[src/rtl/instr_fetch_unit.sv]
// Fetch stage: owns the PC, reads four big-endian bytes per instruction word and
// hands the assembled word to decode on a valid/ready handshake; honours redirects.
module instr_fetch_unit #(
   parameter int          ADDR_W   = 5,
   parameter logic [31:0] RESET_PC = 32'h0
) (
   input  logic              clk,
   input  logic              reset_n,
   output logic              mem_rd,
   output logic [ADDR_W-1:0] mem_addr,
   input  logic [7:0]        mem_data,
   output logic [31:0]       instr,
   output logic [31:0]       instr_pc,
   output logic              instr_valid,
   input  logic              instr_ready,
   input  logic              redirect,
   input  logic [31:0]       redirect_pc,
   output logic              align_err
);

   typedef enum logic [1:0] {
      S_IDLE,
      S_FETCH,
      S_DRAIN,
      S_HOLD
   } state_t;

   state_t            state_q, state_d;
   logic [1:0]        idx_q, idx_d;
   logic [31:0]       pc_q, pc_d;
   logic [23:0]       shadow_q, shadow_d;
   logic [31:0]       instr_q, instr_d;
   logic [31:0]       instr_pc_q, instr_pc_d;
   logic              valid_q, valid_d;
   logic              align_q, align_d;
   logic              mem_rd_q, mem_rd_d;
   logic [ADDR_W-1:0] mem_addr_q, mem_addr_d;

   always_comb begin
      // NOTE: every signal gets a default first so no path leaves it unassigned (no latches).
      state_d    = state_q;
      idx_d      = idx_q;
      pc_d       = pc_q;
      shadow_d   = shadow_q;
      instr_d    = instr_q;
      instr_pc_d = instr_pc_q;
      valid_d    = valid_q;
      align_d    = 1'b0;

      case (state_q)
         S_IDLE: begin
            state_d = S_FETCH;
            idx_d   = 2'd0;
         end
         S_FETCH: begin
            // Byte k-1 arrives while byte k is being requested; idx 0 has nothing to catch.
            case (idx_q)
               2'd1:    shadow_d[23:16] = mem_data;
               2'd2:    shadow_d[15:8]  = mem_data;
               2'd3:    shadow_d[7:0]   = mem_data;
               default: ;
            endcase
            if (idx_q == 2'd3) begin
               state_d = S_DRAIN;
            end else begin
               idx_d = 2'(idx_q + 2'd1);
            end
         end
         S_DRAIN: begin
            instr_d    = {shadow_q, mem_data};
            instr_pc_d = pc_q;
            valid_d    = 1'b1;
            state_d    = S_HOLD;
         end
         S_HOLD: begin
            if (valid_q && instr_ready) begin
               valid_d = 1'b0;
               pc_d    = pc_q + 32'd4;
               idx_d   = 2'd0;
               state_d = S_FETCH;
            end
         end
         default: state_d = S_IDLE;
      endcase

      // A redirect overrides everything above, including a same-cycle handshake.
      if (redirect && (state_q != S_IDLE)) begin
         pc_d     = {redirect_pc[31:2], 2'b00};
         idx_d    = 2'd0;
         shadow_d = '0;
         valid_d  = 1'b0;
         state_d  = S_FETCH;
         align_d  = |redirect_pc[1:0];
      end

      mem_rd_d   = (state_d == S_FETCH);
      mem_addr_d = mem_rd_d ? pc_d[ADDR_W-1:0] + ADDR_W'(idx_d) : mem_addr_q;
   end

   // NOTE: sequential state uses non-blocking assignments so every flop samples pre-edge values.
   always_ff @(posedge clk or negedge reset_n) begin
      if (!reset_n) begin
         state_q    <= S_IDLE;
         idx_q      <= 2'd0;
         pc_q       <= RESET_PC;
         shadow_q   <= '0;
         instr_q    <= '0;
         instr_pc_q <= '0;
         valid_q    <= 1'b0;
         align_q    <= 1'b0;
         mem_rd_q   <= 1'b0;
         mem_addr_q <= '0;
      end else begin
         state_q    <= state_d;
         idx_q      <= idx_d;
         pc_q       <= pc_d;
         shadow_q   <= shadow_d;
         instr_q    <= instr_d;
         instr_pc_q <= instr_pc_d;
         valid_q    <= valid_d;
         align_q    <= align_d;
         mem_rd_q   <= mem_rd_d;
         mem_addr_q <= mem_addr_d;
      end
   end

   assign mem_rd      = mem_rd_q;
   assign mem_addr    = mem_addr_q;
   assign instr       = instr_q;
   assign instr_pc    = instr_pc_q;
   assign instr_valid = valid_q;
   assign align_err   = align_q;

endmodule

[config.mk]
export PLATFORM = sky130hd
export DESIGN_NAME = instr_fetch_unit
export DESIGN_NICKNAME = d
export VERILOG_FILES = /design/src/rtl/instr_fetch_unit.sv
export SDC_FILE = /design/constraint.sdc
export NUM_CORES = 1
export LEC_CHECK = 0
export BUFFER_PORTS_ARGS = -buffer_cell sky130_fd_sc_hd__buf_2
export CELL_PAD_IN_SITES_DETAIL_PLACEMENT = 0
export CELL_PAD_IN_SITES_GLOBAL_PLACEMENT = 1
export CORE_ASPECT_RATIO = 0.9
export CORE_MARGIN = 5
export CORE_UTILIZATION = 45
export CTS_BUF_LIST = sky130_fd_sc_hd__clkbuf_2 sky130_fd_sc_hd__clkbuf_4 sky130_fd_sc_hd__clkbuf_8
export DETAILED_ROUTE_END_ITERATION = 12
export HOLD_SLACK_MARGIN = 0.15
export PLACE_DENSITY = 0.92
export SETUP_SLACK_MARGIN = 0.4
export SYNTH_ARGS = -nofsm -noshare
export SYNTH_HDL_FRONTEND = slang
export SYNTH_SLANG_ARGS = --single-unit
[constraint.sdc]
create_clock -name clk -period 2.89 [get_ports clk]
set_clock_uncertainty 0.2 [all_clocks]
set_input_delay 0.578 -clock clk [delete_from_list [all_inputs] [get_ports clk]]
set_output_delay 0.578 -clock clk [all_outputs]
set_load 0.03 [all_outputs]
-- After elaboration in Yosys (flattened, before gate mapping)
Index checks and enable logic that the tools add are counted.
- word-level logic and storage cells: 61
- register bits: 132
- output and inout port bits: 72
- input port bits: 44
- mux-type cells: 20
- eq/ne operators: 8
- add/sub/neg operators: 3
- reductions and logical operators: 17
- operators with widths (operator ; number):
    2-to-1 mux 32 bit ; 3
    2-to-1 mux 24 bit ; 2
    adder 32 x 3 -> 32 bit, second input constant ; 1
    2-to-1 mux 8 bit ; 3
    nonzero test 2 bit ; 7
    2-to-1 mux 2 bit ; 6
    AND reduction 2 bit ; 5
    == test 2 bit, second input constant ; 4
    case mux 2 bit (4 select lines) ; 1
    == test 2 x 1 -> 1 bit, second input constant ; 3
    case mux 2 bit (3 select lines) ; 1
    adder 5 x 2 -> 5 bit ; 1
    2-to-1 mux 1 bit ; 3
    != test 3 bit, second input constant ; 1
    nonzero test 3 bit ; 1
    adder 2 x 1 -> 2 bit, second input constant ; 1
    logical AND 1 bit ; 2
    zero test 2 bit ; 1
    case mux 1 bit (2 select lines) ; 1
    OR reduction 2 bit ; 1

-- Depth between registers and ports, before layout
Gate-level depths: netlist (run 1).
- word-level depth: 5
- mapped depth: 10
- gate-level depth less buffers: 10

-- Least setup slack after synthesis (run 1)
No wires, ideal clock.
- path type: input to register
- from: in redirect
- to: reg mem_addr_q[4], in the netlist mem_addr[4]
- required time: 2.545 ns
- slack: 0.326 ns
- path buffers: 2
- stages: 9
- arrival: 2.219 ns
- setup time: 0.145 ns
- path through: buf_2 -> o21ai_2 -> clkbuf_1 -> and2_1 -> ha_1 -> fa_1 -> nand3_1 -> mux2i_1 -> o311ai_1
- longest elaborated chain between the ends: 3
- elaborated cells on any way between the ends: 6
- classes of those cells: 1 x add/sub; 1 x eq/ne; 3 x mux; 1 x reduce/logical
- ends and longest elaborated chain (what ; RTL line ; text):
    from (decl) ; 16 ; input logic redirect,
    logical AND 1 bit ; 87 ; if (redirect && (state_q != S_IDLE)) begin
    2-to-1 mux 32 bit ; 87 ;
    named net pc_d[0] ; 30 ; logic [31:0] pc_q, pc_d;
    adder 5 x 2 -> 5 bit ; 97 ; mem_addr_d = mem_rd_d ? pc_d[ADDR_W-1:0] + ADDR_W'(idx_d) : mem_addr_q;
    to (signal assigned) ; 123 ; mem_addr_q <= mem_addr_d;
    to (decl) ; 37 ; logic [ADDR_W-1:0] mem_addr_q, mem_addr_d;
The timed path passes the listed nets, and every way through them passes these cells.
A chain may end at the register's enable or synchronous reset.

-- Worst setup path in the final report (run 1)
- from: reg state_q[0]
- to: reg mem_addr_q[4], in the netlist mem_addr[4]
- longest elaborated chain between the ends: 4
- elaborated cells on any way between the ends: 16
- classes of those cells: 1 x add/sub; 4 x eq/ne; 8 x mux; 3 x reduce/logical
- ends and longest elaborated chain (what ; RTL line ; text):
    from (decl) ; 28 ; state_t state_q, state_d;
    from (signal assigned) ; 114 ; state_q <= state_d;
    == test 2 bit (tied with other cells) ; 50 ; case (state_q)
    case mux 2 bit (3 select lines) or logical AND 1 bit (tied branches) ; 50, 87 ;
    2-to-1 mux 2 bit (*) ; 87 ;
    named net idx_d[0] ; 29 ; logic [1:0] idx_q, idx_d;
    adder 5 x 2 -> 5 bit (*) ; 97 ;
Mark *: on every way through the listed nets, which the timed path passes. The rest lies on a longest branch. The select of a mux whose other input is x is not followed.

==> impl_metrics.toml, run 1 <==
[status]
outcome = "finished clean"

[critical_path]
r2r_setup_slack_ns = 0.49
crit_chain = "nand3_1 > a31oi_1 > nor2_1 > ha_1 > fa_2 > nand3_2 > mux2i_1 > o311ai_1"
r2r_end = "mem_addr[4]$_DFFE_PN0P_"
path_class = "reg2reg"
arrival_ns = 2.51
cp-end-kind = "flip-flop"
r2r_start = "state_q[0]$_DFF_PN0_"
r2r_cells = 8
cp_max_fo = 14
required_ns = 3.00
max_stage_delay_ns = 0.51
slowest_stage = "dfrtp_2"
cp-start-kind = "flip-flop"

[global_route]
grt_max_degree = 70
grt_pass1_wl_mm = 22.8
antenna_found_initial = 0
grt_pass1_vias = 4640
overflow = 0
grt_use_total_pct = 19.3

[synth]
yosysSeqAreaShare_pct = 57.4
synth_ff_type = "dfrtp_1"
syn_area_sq_mm = 0.00575
post-synth-top-area-cell = "dfrtp_1"
ys_types = 50
syn_nets = 556
synth_seq_cells = 132
avgSynthCellArea_sq_um = 11.3
synthCells = 508
synthTopCellsByArea = "dfrtp_1, mux2_2, nand2_1, o21ai_0, nand3_1"
yosys_warnings = 0
synth_most_common_cell = "dfrtp_1"
yosysTopAreaCellShare_pct = 57.4
synthArstFlopShare_pct = 100
synth_enable_flop_cells = 0
synth_commonest_cells = "dfrtp_1, nand2_1, mux2_2, o21ai_0, nand3_1"

[die]
io_pins = 116
die_y_microns = 117
die-area_sq_mm = 0.0151
core-area_sq_mm = 0.0126
die_w_microns = 129
rows = 39
start_util_pct = 45.7

[route]
drt-total-wl_mm = 13.9
drcViolationCount = 0
viasPerCell = 5.47
ant_nets = 0
drt-initial-drc-count = 365
vias = 4500
dr.pass1.iters = 4
routedWlPerCell_microns = 16.9

[power]
powerDensity_mw_per_mm2 = 658
vdd_drop_max_v = 0.000302
p_leak_uw = 0.00352

[sta]
hold_viol_final = 0
final-setup-viol-count = 0
finalSetupTns_ns = 0
worstMarginPinSlew_ns = 1.21
finalCriticalPeriod_ns = 2.40
relSlewSlack_pct = 19.4
rsz0062_at_grt = "yes"
slew_violations = 0
timing.final.crit_share_pct = 83.0
fmax_mhz = 417

[min_path]
min_from = "redirect_pc[7]"
hold_path_end = "pc_q[7]$_DFFE_PN0P_"
min-delay-path-class = "in2reg"
hold-path-cell-count = 3

[cts]
cts-buffers-inserted = 17
numClockSinks = 132
clock_latency_ns = 0.45
clockBufferDepth = 2
cts_tree = "built"
htreeDepth = 4
cts_root_buf = "clkbuf_8"
path_clk_slew_ns = 0.08

[finish]
drive_gt1_share_pct = 35.7
fin_util_pct = 56.4
synthToLayoutAreaGrowth_pct = 23.5
final_nets = 693
antenna_cells = 0

[placement]
gp_congestion = 0.826
io_buffers = 115
dpl.hpwl_mm = 9.69

[flow_run]
maxCapViolations = 0
==> through the flow <==
stage          cells  hold slack (ns)  worst slack, ns  power (uW)  area (sq um)
2_1_floorplan    508           0.0824            0.444        2870          5760
3_3_place_gp     769            0.258            0.400        3170          6510
3_5_place_dp     769            0.271            0.304        3220          6510
4_1_cts          822            0.153            0.468        4730          7090
5_1_grt          822            0.152            0.361        4920          7110
6_report         822            0.184            0.491        4670          7110
==> final cells by class <==
cell class / count / area [sq um]
Sequential cell: 132 / 3300
Timing Repair Buffer: 147 / 887
Tap cell: 164 / 205
Clock buffer: 17 / 234
Multi-Input combinational cell: 340 / 2310
Fill cell: 1085 / 5480
Clock inverter: 15 / 141
Inverter: 7 / 26.3
==> where the power goes <==
group	leakage, uW	internal, uW	switching, uW	total [uW]
Sequential	0.00171	2090	185	2270
Clock	0.000197	699	776	1480
Combinational	0.00161	327	600	926
Total	0.00352	3110	1560	4670
==> cells by family after synthesis <==
| logic type | after synthesis | share of synthesized area, % |
|---|---|---|
| adder cells (fa/ha/maj) | 4 | 1.00 |
| multiplexers | 62 | 12.1 |
| AO/OA/AOI/OAI | 111 | 11.8 |
| XOR/XNOR | 6 | 0.914 |
| buffers and inverters | 36 | 2.94 |
| flip-flops | 132 | 57.4 |
| AND/OR/NAND/NOR | 157 | 13.8 |
==> state kept, by name, summed over array words and instances (netlist names) <==
| register | flops |
|---|---|
| instr_valid | 1 |
| pc_q | 32 |
| mem_addr | 5 |
| idx_q | 2 |
| align_err | 1 |
| shadow_q | 24 |
| instr_pc | 32 |
| instr | 32 |
| state_q | 2 |
| mem_rd | 1 |
==> worst max-delay path by stage <==
stage                                         end  slack [ns]                  from
final                     mem_addr[4]$_DFFE_PN0P_        0.49  state_q[0]$_DFF_PN0_
after global routing      mem_addr[4]$_DFFE_PN0P_        0.36  state_q[0]$_DFF_PN0_
after CTS                 mem_addr[4]$_DFFE_PN0P_        0.47  state_q[0]$_DFF_PN0_
after detailed placement  mem_addr[4]$_DFFE_PN0P_        0.30           instr_ready
after global placement    mem_addr[4]$_DFFE_PN0P_        0.40           instr_ready
after floorplan           mem_addr[4]$_DFFE_PN0P_        0.44              redirect
==> routing by layer <==
metal | share of wire (%) | track usage, %
met1 | 43 | 24.3
met2 | 50 | 31.9
met3 | 5.8 | 5.67
met4 | 1.3 | 7.07
met5 | 0 | 0
==> what timing repair did <==
item / in CTS / in global routing
hold buffers: 21 / 0
endpoints found under the setup margin: 1 / 4
setup buffers: 0 / 0
resized for setup: 1 / 2
gates cloned: 0 / 0
hold endpoints to repair: 72 / 0
pin swaps: 0 / 0
==> worst max-delay path: cells and delay by family (launching register included) <==
kind	cells	cell delay [ns]
simple gates	3	0.43
compound gates	2	0.35
fa+ha+maj	2	0.60
mux	1	0.18
flops	1	0.51
==> cells in the final DEF, fill, tap and decap left out, drive strengths merged, types with 3 or more instances in the layout <==
cell type and n:
a21oi 14, a221o 7, a22oi 5, a31oi 6
and2 4, and3 9, buf 126, clkbuf 17
clkinv 6, dfrtp 132, dlygate4sd3 21, ha 3
inv 15, mux2 61, nand2 76, nand3 23
nand4 6, nor2 18, nor3 6, nor4 3
o211ai 5, o21ai 58, o22ai 3, o311ai 7
or3 4, xnor2 4
Power figures use the tool's default switching activity.
==> inputs of run 2 (changes only) <==
--- a/config.mk
+++ b/config.mk
@@ -10,11 +10,11 @@
 export CELL_PAD_IN_SITES_GLOBAL_PLACEMENT = 1
 export CORE_ASPECT_RATIO = 0.9
 export CORE_MARGIN = 5
-export CORE_UTILIZATION = 45
+export CORE_UTILIZATION = 40
 export CTS_BUF_LIST = sky130_fd_sc_hd__clkbuf_2 sky130_fd_sc_hd__clkbuf_4 sky130_fd_sc_hd__clkbuf_8
 export DETAILED_ROUTE_END_ITERATION = 12
 export HOLD_SLACK_MARGIN = 0.15
-export PLACE_DENSITY = 0.92
+export PLACE_DENSITY = 0.87
 export SETUP_SLACK_MARGIN = 0.4
 export SYNTH_ARGS = -nofsm -noshare
 export SYNTH_HDL_FRONTEND = slang
==> constraint.sdc (replaced) <==
create_clock -name clk -period 2.2 [get_ports clk]
set_clock_uncertainty 0.2 [all_clocks]
set_input_delay 0.44 -clock clk [delete_from_list [all_inputs] [get_ports clk]]
set_output_delay 0.44 -clock clk [all_outputs]
set_load 0.03 [all_outputs]
==> impl_metrics.toml, run 2 (synthesis gave the netlist of run 1 again) <==
[status]
outcome = "finished clean"

[flow_run]
maxCapViolations = 0

[sta]
timing.hold.ws_ns = 0.180
finalCriticalPeriod_ns = 2.20
fmax_mhz = 455
worstMarginPinSlew_ns = 0.589
finalSetupTns_ns = 0
relSlewSlack_pct = 60.6
rsz0062_at_grt = "yes"
timing.final.crit_share_pct = 99.9
hold_viol_final = 0
slew_violations = 0
final-setup-viol-count = 0

[route]
vias = 5094
dr.pass1.iters = 5
drt-total-wl_mm = 18.7
drcViolationCount = 0
routedWlPerCell_microns = 19.7
drt-initial-drc-count = 390
ant_nets = 0
viasPerCell = 5.38

[finish]
regArea_sq_mm = 0.00331
layout_common_cells = "dfrtp_1, buf_2, nand2_1"
final_nets = 789
layout_commonest_cell = "dfrtp_1"
multi_input_area_sq_mm = 0.00273
n_fill_cell = 1089
synthToLayoutAreaGrowth_pct = 51.5
finalInstanceArea_sq_mm = 0.00871
drive_gt1_share_pct = 50.7
antenna_cells = 0

[critical_path]
cp-end-kind = "flip-flop"
critPathLaunch = "state_q[0]$_DFF_PN0_"
path_class = "reg2reg"
arrival_ns = 2.33
r2r_start = "state_q[0]$_DFF_PN0_"
cp-start-kind = "flip-flop"
cp_max_fo = 7
r2r_setup_slack_ns = 0.001
r2r_end = "mem_addr[4]$_DFFE_PN0P_"
required_ns = 2.34
r2r_cells = 9
crit_end = "mem_addr[4]$_DFFE_PN0P_"

[power]
p_sw_uw = 2200
powerDensity_mw_per_mm2 = 775
sequentialPowerShare_pct = 44.2
power.total_uw = 6750
vdd_drop_max_v = 0.000473
combPwrFrac_pct = 22.9
switching_share_pct = 32.6
p_leak_uw = 0.00420
p_int_uw = 4550
clkPwrFrac_pct = 32.9

[global_route]
grt_max_degree = 53
antenna_found_initial = 0
grt_use_total_pct = 20.0
grt_pass1_wl_mm = 26.0
grt_pass1_vias = 5072
overflow = 0

[placement]
io_buffers = 115
placed_area_sq_mm = 0.00683
dpl.hpwl_mm = 10.3
gp_congestion = 0.851

[cts]
numClockSinks = 132
clock_latency_ns = 0.46
cts_tree = "built"
htreeDepth = 4
clockBufferDepth = 2
path_clk_slew_ns = 0.08
cts-buffers-inserted = 17
cts_root_buf = "clkbuf_8"

[die]
io_pins = 116
core-area_sq_mm = 0.0141
die_y_microns = 124
die-area_sq_mm = 0.0169
rows = 41
start_util_pct = 40.9
die_w_microns = 136

[min_path]
min-delay-path-class = "in2reg"
run 2: area by class of cell:
class / count / share of cell area [%]
Timing Repair Buffer: 242 / 22.6
Tap cell: 193 / 2.77
Clock inverter: 13 / 1.98
Clock buffer: 19 / 3.00
Multi-Input combinational cell: 341 / 31.4
Sequential cell: 132 / 38.0
Inverter: 7 / 0.302
run 2: critical path, stage by stage (launching register included):
cell and delay, ns:
dfrtp_2 0.49, o21ai_1 0.12, nor2_1 0.09, a31oi_4 0.16
nor2_2 0.07, ha_4 0.17, fa_2 0.40, nand3_2 0.09
mux2i_1 0.18, o311ai_1 0.11
run 2: worst min path at each step:
stage / startpoint / endpoint / slack [ns] / cells past startpoint
detailed placement: reset_n / pc_q[1]$_DFF_PN0_ / 0.24 / 1
finish: redirect_pc[2] / pc_q[2]$_DFF_PN0_ / 0.18 / 3
global route: redirect_pc[2] / pc_q[2]$_DFF_PN0_ / 0.18 / 3
floorplan: reset_n / align_err$_DFF_PN0_ / -0.06 / 0
global placement: reset_n / mem_addr[0]$_DFFE_PN0P_ / 0.23 / 1
CTS: redirect / idx_q[1]$_DFF_PN0_ / 0.09 / 2
run 2: metrics by stage:
step,std cells,setup slack [ns],utilization (%)
final,947,0.00124,62.0
after global routing,947,-0.110,62.0
after CTS,912,0.0731,56.5
after detailed placement,822,-0.0708,48.6
after global placement,822,0.0296,48.6
after floorplan,508,0.0694,-
run 2: layer usage:
metal / wire length [microns] / GRT usage [%] / part of all wire (%) / vias up
met2: 9310 / 32.5 / 50 / 187
li1: - / - / - / 2309
met3: 1010 / 5.05 / 5.4 / 47
met5: 0 / 0 / 0 / -
met1: 7840 / 25.6 / 42 / 2551
met4: 493 / 8.38 / 2.6 / 0
run 2: repair_timing:
item / 4_1_cts / 5_1_grt
gates cloned: 2 / 13
hold endpoints to repair: 157 / 0
endpoints found under the setup margin: 41 / 101
pin swaps: 17 / 36
gates resized for setup: 36 / 94
buffers inserted: 17 / 22
hold buffers: 39 / 0
run 2: power by group through the flow:
stage | clock network, uW | logic (uW) | registers [uW]
3_3_place_gp | 0 | 1250 | 2990
4_1_cts | 2260 | 1440 | 2950
6_report | 2220 | 1550 | 2990
3_5_place_dp | 0 | 1280 | 3000
2_1_floorplan | 0 | 476 | 3310
5_1_grt | 2370 | 1660 | 3020
==> inputs of run 3 (changes only) <==
--- a/config.mk
+++ b/config.mk
@@ -5,17 +5,19 @@
 export SDC_FILE = /design/constraint.sdc
 export NUM_CORES = 1
 export LEC_CHECK = 0
+export ABC_AREA = 1
 export BUFFER_PORTS_ARGS = -buffer_cell sky130_fd_sc_hd__buf_2
 export CELL_PAD_IN_SITES_DETAIL_PLACEMENT = 0
 export CELL_PAD_IN_SITES_GLOBAL_PLACEMENT = 1
 export CORE_ASPECT_RATIO = 0.9
 export CORE_MARGIN = 5
-export CORE_UTILIZATION = 40
+export CORE_UTILIZATION = 39
 export CTS_BUF_LIST = sky130_fd_sc_hd__clkbuf_2 sky130_fd_sc_hd__clkbuf_4 sky130_fd_sc_hd__clkbuf_8
 export DETAILED_ROUTE_END_ITERATION = 12
 export HOLD_SLACK_MARGIN = 0.15
-export PLACE_DENSITY = 0.87
+export PLACE_DENSITY = 0.88
 export SETUP_SLACK_MARGIN = 0.4
+export SKIP_LAST_GASP = 1
 export SYNTH_ARGS = -nofsm -noshare
 export SYNTH_HDL_FRONTEND = slang
 export SYNTH_SLANG_ARGS = --single-unit
==> impl_metrics.toml, run 3 <==
[synth]
synthArstFlopShare_pct = 100
avgSynthCellArea_sq_um = 8.67
synth_compound_area_share_pct = 10.7
synth_commonest_cells = "nand2_1, dfrtp_1, o21ai_0, inv_1, nor2_1"
yosysSeqAreaShare_pct = 55.2
synth.area.mux_share_pct = 4.90
yosysTopAreaCellShare_pct = 55.2
syn_nets = 738
synthCells = 690
synth-xor-area-share_pct = 0
ys_types = 29
synth_top_family_by_area = "simple AND/OR/NAND/NOR gates"
synth_ff_type = "dfrtp_1"
synthTopCellsByArea = "dfrtp_1, nand2_1, o21ai_0, inv_1, mux2_2"
syn_area_sq_mm = 0.00598
synth_most_common_cell = "nand2_1"
synth_enable_flop_cells = 0
post-synth-top-area-cell = "dfrtp_1"
yosys_warnings = 0
synthSimpleGateAreaFrac_pct = 21.4
synth_fa_ha_area_share_pct = 0.962
synth_seq_cells = 132

[global_route]
grt_max_degree = 48
grt_use_total_pct = 17.9
antenna_found_initial = 0
grt_pass1_wl_mm = 25.6
grt_pass1_vias = 5163
overflow = 0

[die]
die-area_sq_mm = 0.0179
die_y_microns = 127
die_w_microns = 141
rows = 43
io_pins = 116
core-area_sq_mm = 0.0152
start_util_pct = 39.3

[critical_path]
arrival_ns = 2.17
slowest_stage = "dfrtp_2"
path_class = "reg2reg"
cp-end-kind = "flip-flop"
r2r_cells = 10
r2r_end = "mem_addr[4]$_DFFE_PN0P_"
r2r_setup_slack_ns = 0.16
crit_chain = "buf_6 > o21ai_4 > nor2_1 > o21a_1 > ha_2 > fa_2 > nand4_1 > o21ai_1 > nand3_1 > nand2_1"
cp-start-kind = "flip-flop"
required_ns = 2.33
max_stage_delay_ns = 0.46
cp_max_fo = 5
r2r_start = "state_q[1]$_DFF_PN0_"

[sta]
timing.final.crit_share_pct = 92.7
finalCriticalPeriod_ns = 2.04
rsz0062_at_grt = "yes"
relSlewSlack_pct = 72.8
fmax_mhz = 490
hold_viol_final = 0
slew_violations = 0
final-setup-viol-count = 0
worstMarginPinSlew_ns = 0.408

[power]
p_leak_uw = 0.00413
powerDensity_mw_per_mm2 = 1030
power.total_uw = 8310
vdd_drop_max_v = 0.000531

[cts]
numClockSinks = 132
htreeDepth = 4
path_clk_slew_ns = 0.08
cts-buffers-inserted = 17
cts_root_buf = "clkbuf_8"
cts_tree = "built"
clockBufferDepth = 2
clock_latency_ns = 0.45

[finish]
layout_common_cells = "nand2_1, dfrtp_1, buf_2"
drive_gt1_share_pct = 28.4
layout_commonest_cell = "nand2_1"
final_nets = 926
finalInstanceArea_sq_mm = 0.00808
fin_util_pct = 53.1
synthToLayoutAreaGrowth_pct = 35.1
n_fill_cell = 1403
stdcell_count = 1093
antenna_cells = 0

[route]
dr.pass1.iters = 5
ant_nets = 0
drt-total-wl_mm = 15.6
drcViolationCount = 0
vias = 5207
routedWlPerCell_microns = 14.3
drt-initial-drc-count = 336
viasPerCell = 4.76

[status]
outcome = "finished clean"

[placement]
dpl.hpwl_mm = 11.0
placed_area_sq_mm = 0.00697
io_buffers = 115
dpl.cell_count = 1003
gp_congestion = 0.844

[min_path]
hold_path_end = "pc_q[23]$_DFFE_PN0P_"
min-delay-path-class = "in2reg"
hold-path-cell-count = 4
min_from = "redirect_pc[23]"

[flow_run]
maxCapViolations = 0
==> run 3: critical path, delay by kind of cell, from the launching register on <==
family                     cells  cell delay [ns]
AOI/OAI and AO/OA              3             0.32
adders and majority gates      2             0.52
buffers and inverters          1             0.14
DFF                            1             0.46
and+or+nand+nor                4             0.28
==> run 3: per-stage QoR <==
stage	hold WS, ns	setup WS [ns]	TNS (ns)
after floorplan	-0.0556	0.148	0
after global placement	0.197	0.0289	0
after detailed placement	0.197	-0.00571	-0.00571
after CTS	0.188	0.153	0
after global routing	0.199	0.0349	0
final	0.183	0.160	0
==> run 3: logic make-up (layout without fill, tap and decap cells) <==
logic type	count (synthesis)	in the layout
fa+ha+maj	4	4
mux	26	26
compound gates	119	119
simple gates	307	307
flops	132	132
buf+inv	102	303
==> run 3: worst max-delay path by stage <==
stage / cells past startpoint / to / start
after floorplan: 10 / mem_addr[4]$_DFFE_PN0P_ / instr_valid$_DFFE_PN0P_
after global placement: 11 / mem_addr[4]$_DFFE_PN0P_ / instr_ready
after detailed placement: 11 / mem_addr[4]$_DFFE_PN0P_ / instr_ready
after CTS: 11 / mem_addr[4]$_DFFE_PN0P_ / state_q[0]$_DFF_PN0_
after global routing: 10 / mem_addr[4]$_DFFE_PN0P_ / state_q[1]$_DFF_PN0_
final: 10 / mem_addr[4]$_DFFE_PN0P_ / state_q[1]$_DFF_PN0_
==> run 3: power breakdown <==
part           internal [uW]  total (uW)  switching [uW]
Combinational            892        2560            1670
Clock                   1310        2280             973
Sequential              3050        3470             421
Total                   5250        8310            3070
==> run 3: what timing repair did <==
item,in CTS,in global routing
setup endpoints to repair,30,64
hold buffers,40,0
endpoints found under the hold margin,170,0
gates cloned,0,2
pin swaps,10,14
buffers inserted,7,9
gates resized for setup,20,24
==> run 3: layout make-up <==
| class | count | area (sq um) | share of cell area [%] |
|---|---|---|---|
| inverter | 81 | 309 | 3.82 |
| tap | 202 | 253 | 3.13 |
| clock buffer | 20 | 269 | 3.33 |
| clock inverter | 12 | 179 | 2.21 |
| sequential | 132 | 3310 | 40.9 |
| timing repair buffer | 190 | 1320 | 16.3 |
| multi-input combinational | 456 | 2450 | 30.3 |
==> run 3: routing by layer <==
| metal | part of all wire, % | track usage [%] | up-vias | routed length, microns |
|---|---|---|---|---|
| met5 | 0 | 0 | - | 0 |
| met4 | 0.91 | 5.93 | 0 | 141 |
| met3 | 5.1 | 4.34 | 12 | 799 |
| met2 | 45 | 27.6 | 121 | 7070 |
| met1 | 49 | 25.0 | 2457 | 7570 |
| li1 | - | - | 2617 | - |
